--- config.mk ---
export PLATFORM = sky130hd
export DESIGN_NAME = control_sequencer
export DESIGN_NICKNAME = d
export VERILOG_FILES = /design/src/rtl/control_sequencer.sv
export SDC_FILE = /design/constraint.sdc
export NUM_CORES = 1
export LEC_CHECK = 0
export ABC_CLOCK_PERIOD_IN_PS = 3500
export CAP_MARGIN = 20
export CORE_MARGIN = 3
export CORE_UTILIZATION = 43
export DETAILED_ROUTE_END_ITERATION = 7
export GPL_TIMING_DRIVEN = 0
export PLACE_DENSITY = 0.85
export SETUP_SLACK_MARGIN = 0.3
export SLEW_MARGIN = 20
export SYNTH_ARGS = -nofsm -noshare
export SYNTH_HDL_FRONTEND = slang
export SYNTH_SLANG_ARGS = --single-unit
--- constraint.sdc ---
create_clock -name clock -period 3.5 [get_ports clock]
set_input_delay 1.05 -clock clock [delete_from_list [all_inputs] [get_ports clock]]
set_output_delay 1.05 -clock clock [all_outputs]
set_load 0.005 [all_outputs]
--- src/rtl/control_sequencer.sv ---
// Hard-wired Moore control unit for the single-bus DataPath: steps RESET, T0..T7, HALTED
// and decodes IR[31:27] into bus-driver, register-load, memory and ALU-op strobes.
module control_sequencer #(
    parameter int OPW             = 5,
    parameter int CNT_W           = 16,
    parameter int HALT_ON_ILLEGAL = 0
) (
    input  logic             clock,
    input  logic             clear,
    input  logic [31:0]      ir,
    output logic             PCout,
    output logic             Zhighout,
    output logic             Zlowout,
    output logic             MDRout,
    output logic             Rout,
    output logic             BAout,
    output logic             Cout,
    output logic             MARin,
    output logic             PCin,
    output logic             MDRin,
    output logic             IRin,
    output logic             Yin,
    output logic             Rin,
    output logic             ZLowIn,
    output logic             ZHighIn,
    output logic             IncPC,
    output logic             Read,
    output logic             Write,
    output logic             Gra,
    output logic             Grb,
    output logic             Grc,
    output logic [OPW-1:0]   opcode,
    output logic             run,
    output logic             illegal,
    output logic [CNT_W-1:0] instr_count
);

    localparam logic [3:0] S_RESET  = 4'd0;
    localparam logic [3:0] S_T0     = 4'd1;
    localparam logic [3:0] S_T1     = 4'd2;
    localparam logic [3:0] S_T2     = 4'd3;
    localparam logic [3:0] S_T3     = 4'd4;
    localparam logic [3:0] S_T4     = 4'd5;
    localparam logic [3:0] S_T5     = 4'd6;
    localparam logic [3:0] S_T6     = 4'd7;
    localparam logic [3:0] S_T7     = 4'd8;
    localparam logic [3:0] S_HALTED = 4'd9;

    localparam logic [4:0] OP_LD   = 5'b00000;
    localparam logic [4:0] OP_LDI  = 5'b00001;
    localparam logic [4:0] OP_ST   = 5'b00010;
    localparam logic [4:0] OP_ADD  = 5'b00011;
    localparam logic [4:0] OP_SUB  = 5'b00100;
    localparam logic [4:0] OP_AND  = 5'b00101;
    localparam logic [4:0] OP_OR   = 5'b00110;
    localparam logic [4:0] OP_ADDI = 5'b01011;
    localparam logic [4:0] OP_ANDI = 5'b01100;
    localparam logic [4:0] OP_ORI  = 5'b01101;
    localparam logic [4:0] OP_NOP  = 5'b11010;
    localparam logic [4:0] OP_HALT = 5'b11011;

    logic [3:0]       r_state;
    logic [3:0]       w_state_next;
    logic [CNT_W-1:0] r_count;

    logic [4:0] w_op;
    logic       w_unused_ir;
    logic       w_is_rrr, w_is_imm, w_is_ldi, w_is_ld, w_is_st;
    logic       w_is_nop, w_is_halt, w_is_illegal;
    logic       w_retire;
    logic [4:0] w_imm_alu_op;

    assign w_op        = ir[31:27];
    assign w_unused_ir = ^ir[26:0];

    assign w_is_rrr  = (w_op == OP_ADD) || (w_op == OP_SUB) || (w_op == OP_AND) || (w_op == OP_OR);
    assign w_is_imm  = (w_op == OP_ADDI) || (w_op == OP_ANDI) || (w_op == OP_ORI);
    assign w_is_ldi  = (w_op == OP_LDI);
    assign w_is_ld   = (w_op == OP_LD);
    assign w_is_st   = (w_op == OP_ST);
    assign w_is_nop  = (w_op == OP_NOP);
    assign w_is_halt = (w_op == OP_HALT);
    assign w_is_illegal = !(w_is_rrr || w_is_imm || w_is_ldi || w_is_ld || w_is_st ||
                            w_is_nop || w_is_halt);

    // Immediate forms reuse the register-form ALU codes.
    assign w_imm_alu_op = (w_op == OP_ADDI) ? OP_ADD :
                          (w_op == OP_ANDI) ? OP_AND : OP_OR;

    assign w_retire = ((r_state == S_T2) && (w_is_nop || w_is_halt)) ||
                      ((r_state == S_T5) && (w_is_rrr || w_is_imm || w_is_ldi)) ||
                      (r_state == S_T7);

    always_comb begin
        w_state_next = r_state;
        case (r_state)
            S_RESET: w_state_next = S_T0;
            S_T0:    w_state_next = S_T1;
            S_T1:    w_state_next = S_T2;
            S_T2: begin
                if (w_is_nop)
                    w_state_next = S_T0;
                else if (w_is_halt)
                    w_state_next = S_HALTED;
                else if (w_is_illegal)
                    w_state_next = (HALT_ON_ILLEGAL != 0) ? S_HALTED : S_T0;
                else
                    w_state_next = S_T3;
            end
            S_T3:     w_state_next = S_T4;
            S_T4:     w_state_next = S_T5;
            S_T5:     w_state_next = (w_is_ld || w_is_st) ? S_T6 : S_T0;
            S_T6:     w_state_next = S_T7;
            S_T7:     w_state_next = S_T0;
            S_HALTED: w_state_next = S_HALTED;
            default:  w_state_next = S_RESET;
        endcase
    end

    // A clear on a final state wins over retirement, so the count stays at zero.
    always_ff @(posedge clock) begin
        if (clear) begin
            r_state <= S_RESET;
            r_count <= '0;
        end else begin
            r_state <= w_state_next;
            if (w_retire)
                r_count <= r_count + CNT_W'(1);
        end
    end

    assign instr_count = r_count;
    assign Zhighout    = 1'b0;
    assign ZHighIn     = 1'b0;

    always_comb begin
        PCout   = 1'b0; Zlowout = 1'b0; MDRout = 1'b0; Rout  = 1'b0;
        BAout   = 1'b0; Cout    = 1'b0; MARin  = 1'b0; PCin  = 1'b0;
        MDRin   = 1'b0; IRin    = 1'b0; Yin    = 1'b0; Rin   = 1'b0;
        ZLowIn  = 1'b0; IncPC   = 1'b0; Read   = 1'b0; Write = 1'b0;
        Gra     = 1'b0; Grb     = 1'b0; Grc    = 1'b0;
        opcode  = '0;
        run     = 1'b0;
        illegal = 1'b0;
        case (r_state)
            S_T0: begin
                run = 1'b1; PCout = 1'b1; MARin = 1'b1; IncPC = 1'b1; ZLowIn = 1'b1;
            end
            S_T1: begin
                run = 1'b1; Zlowout = 1'b1; PCin = 1'b1; Read = 1'b1; MDRin = 1'b1;
            end
            S_T2: begin
                run = 1'b1; MDRout = 1'b1; IRin = 1'b1;
                illegal = w_is_illegal;
            end
            S_T3: begin
                run = 1'b1; Grb = 1'b1; Yin = 1'b1;
                if (w_is_rrr || w_is_imm)
                    Rout = 1'b1;
                else
                    BAout = 1'b1;
            end
            S_T4: begin
                run = 1'b1; ZLowIn = 1'b1;
                if (w_is_rrr) begin
                    Grc = 1'b1; Rout = 1'b1; opcode = OPW'(w_op);
                end else if (w_is_imm) begin
                    Cout = 1'b1; opcode = OPW'(w_imm_alu_op);
                end else begin
                    Cout = 1'b1; opcode = OPW'(OP_ADD);
                end
            end
            S_T5: begin
                run = 1'b1; Zlowout = 1'b1;
                if (w_is_ld || w_is_st)
                    MARin = 1'b1;
                else begin
                    Gra = 1'b1; Rin = 1'b1;
                end
            end
            S_T6: begin
                run = 1'b1; MDRin = 1'b1;
                if (w_is_st) begin
                    Gra = 1'b1; Rout = 1'b1;
                end else
                    Read = 1'b1;
            end
            S_T7: begin
                run = 1'b1;
                if (w_is_st)
                    Write = 1'b1;
                else begin
                    MDRout = 1'b1; Gra = 1'b1; Rin = 1'b1;
                end
            end
            default: ;
        endcase
    end

endmodule

==> flow_metrics.py <==
metrics = {
    "timing": {
        "max_freq_ghz": 0.296,
        "hold_viol": 0,
        "relSlewSlack_pct": 66.1,
        "rsz0062_at_grt": "true",
        "timing.final.crit_share_pct": 96.5,
        "clock_skew_ps": 6.30,
        "fin_crit_ps": 3380,
        "maxSlewViolCount": 0,
        "setup_slack_ps": 122,
        "setup_viol": 0,
        "worst_pin_slew_ps": 508,
    },
    "yosys": {
        "synthMuxAreaShare_pct": 6.42,
        "synth_flop_cell": "dfxtp_1",
        "synth.area.top_cells": "dfxtp_1 26%, nor2_1 8.0%, a21oi_1 5.9%",
        "synth-seq-cells": 20,
        "ys_types": 49,
        "postSynthCellCount": 210,
        "ys_seq_area_share_pct": 26.0,
        "ys.warnings.count": 0,
        "synth_top_cell_area_share_pct": 26.0,
        "synthArstFlopShare_pct": 0,
        "synth-edff-count": 0,
        "synth_compound_area_share_pct": 21.9,
        "synth_xor_area_share_pct": 2.28,
        "syn_area_um2": 1540,
        "synth_top_area_cell": "dfxtp_1",
        "syn_avg_cell_area_um2": 7.33,
        "synth_simple_gate_area_share_pct": 34.8,
        "yosys.area_share.adder_pct": 0.813,
        "synth_top_family_by_area": "simple AND/OR/NAND/NOR gates",
    },
    "worst_setup_path": {
        "start_kind": "input pin",
        "startpoint": "ir[30]",
        "r2r_start": "r_state[2]",
        "path_class": "in2out",
        "crit_fanout": 7,
        "cp-end-kind": "primary output",
        "cp.required_ps": 2450,
        "critPathArrivalTime_ps": 2330,
    },
    "routing": {
        "ant_nets": 0,
        "wl_per_cell_um": 13.7,
        "routed_via_density": 5.43,
        "dr.pass1.iters": 4,
        "drtIter0Drc": 140,
        "dr_total_vias": 1809,
        "wirelength_um": 4550,
        "drc": 0,
    },
    "hold_path": {
        "min-delay-start": "instr_count[15]",
        "worstHoldPathType": "reg2reg",
    },
    "power": {
        "powerDensity_nw_per_um2": 241,
        "total_power_w": 0.000562,
        "peakVddDrop_mv": 0.192,
        "leakagePower_nw": 0.955,
    },
    "place": {
        "dp.cells": 304,
        "numPortBuffers": 45,
        "post_dp_cell_area_um2": 2060,
        "dp_hpwl_um": 2840,
        "gp_congestion": 0.874,
        "dp_slack_ps": -821,
    },
    "floorplanning": {
        "core_region_area_um2": 3390,
        "chipHeight_um": 65.8,
        "num_rows": 21,
        "start_util_pct": 45.4,
        "io_pins": 78,
        "fp.dieW_um": 65.8,
        "dieArea_um2": 4330,
    },
    "global_routing": {
        "grt_pass1_vias": 1567,
        "grt_max_degree": 13,
        "grt_first_pass_wirelength_um": 7060,
        "grt.overflow.total": 0,
        "antenna_found_initial": 0,
        "grt_usage_pct": 20.2,
    },
    "layout": {
        "postLayoutCoreUtil_pct": 68.8,
        "final_cell_count_no_fill": 333,
        "drive_gt1_share_pct": 24.4,
        "antenna_cells": 0,
        "nFillCells": 278,
        "area_growth_pct": 51.5,
        "postLayoutCellArea_um2": 2330,
        "nNetsFinal": 323,
    },
    "clocking": {
        "clk_latency_ps": 310,
        "path_clk_slew_ps": 120,
        "htree_levels": 1,
        "cts-root-buf": "clkbuf_4",
        "cts_buffers": 3,
        "cts_hold_buf": 0,
        "clk_path_buf_depth": 2,
        "clkSinkCount": 20,
        "cts_tree": "done",
    },
    "status": {
        "status": "finished, final reports clean",
    },
    "job": {
        "max_cap_viol_count": 0,
    },
}
## area by class of cell
cell class              instances  area, µm²  area share, %
repair buffers                 70        596           25.5
clock buffers                   3       22.5          0.966
plain buffers                  17        116           4.99
clock inverters                 1       30.0           1.29
flip-flops and latches         20        400           17.2
well taps                      46       57.6           2.47
inverters                       5       18.8          0.805
multi-input cells             171       1090           46.8
## repair_timing
item | in CTS | in global routing
gates resized for setup | 79 | 13
buffers inserted | 17 | 8
pin swaps | 11 | 10
endpoints found under the setup margin | 14 | 11
## cells in the mapped netlist, drive strengths merged, types with 2 or more instances
master  number
a211oi       2
a21boi       4
a21oi       18
a22oi        3
a31o         2
a31oi        2
buf         11
clkbuf       6
dfxtp       20
inv          5
mux2         7
mux2i        2
nand2       11
nand2b       8
nand3        8
nand3b       2
nand4        4
nor2        33
nor2b       12
nor3         9
nor3b        2
o21ai       11
or2          2
or3          6
xnor2        2
xor2         2
## routing by layer
metal	wire length (µm)	vias up	GRT usage [%]
met5	0	-	0
li1	-	894	-
met4	53	0	5.96
met2	2270	67	35.7
met3	311	6	2.72
met1	1920	842	25.4
## cells by family (layout without fill, tap and decap cells)
| family | Yosys count | in the layout |
|---|---|---|
| AND/OR/NAND/NOR | 102 | 102 |
| AO/OA/AOI/OAI | 51 | 51 |
| buffers and inverters | 22 | 96 |
| flip-flops | 20 | 20 |
| multiplexers | 9 | 9 |
| XOR/XNOR | 4 | 4 |
| adder cells (fa/ha/maj) | 1 | 1 |
| other | 1 | 4 |
## flip-flops by register name, summed over array words and instances (netlist names)
name,count
r_state,4
instr_count,16
## metrics by stage
step                hold slack [ps]  TNS (ps)
floorplan                       474         0
global placement                477     -6600
detailed placement              486     -6570
CTS                             506         0
global route                    558         0
finish                          504         0
## critical path, stage by stage
cell and delay, ps:
buf_8 100, buf_6 120, nor4_4 380, buf_4 180, buf_6 90, a21oi_2 50
a31oi_1 150, nor2_1 60, buf_2 140
## final timing paths
check	to	slack (ps)	cells past startpoint
max	MDRout	120	9
min	instr_count[15]	500	2
max reg2reg	instr_count[14]	1540	5
min reg2reg	instr_count[15]	500	2
## cell usage in the layout (no fill, tap or decap), types with 3 or more instances in the layout
master and count:
nand4_1 4, dlygate4sd2_1 3, a21oi_1 15, clkbuf_1 6, o21ai_0 5, buf_6 9, buf_2 11, buf_4 28
nand2b_1 7, nor2b_1 12, nor3_1 9, a21boi_1 4, nand2_1 11, nand3_1 7, mux2_1 7, or3_1 6
o21ai_1 5, clkdlybuf4s50_1 27, inv_1 5, dfxtp_1 20, conb_1 4, a21oi_2 3, clkbuf_4 4, nor2_1 32
## power by group
| part | internal [W] | switching, W |
|---|---|---|
| clock network | 0.000116 | 0.0000759 |
| registers | 0.000230 | 0.00000390 |
| logic | 0.0000702 | 0.0000656 |
| total | 0.000416 | 0.000145 |
(Power assumes the default switching activity.)
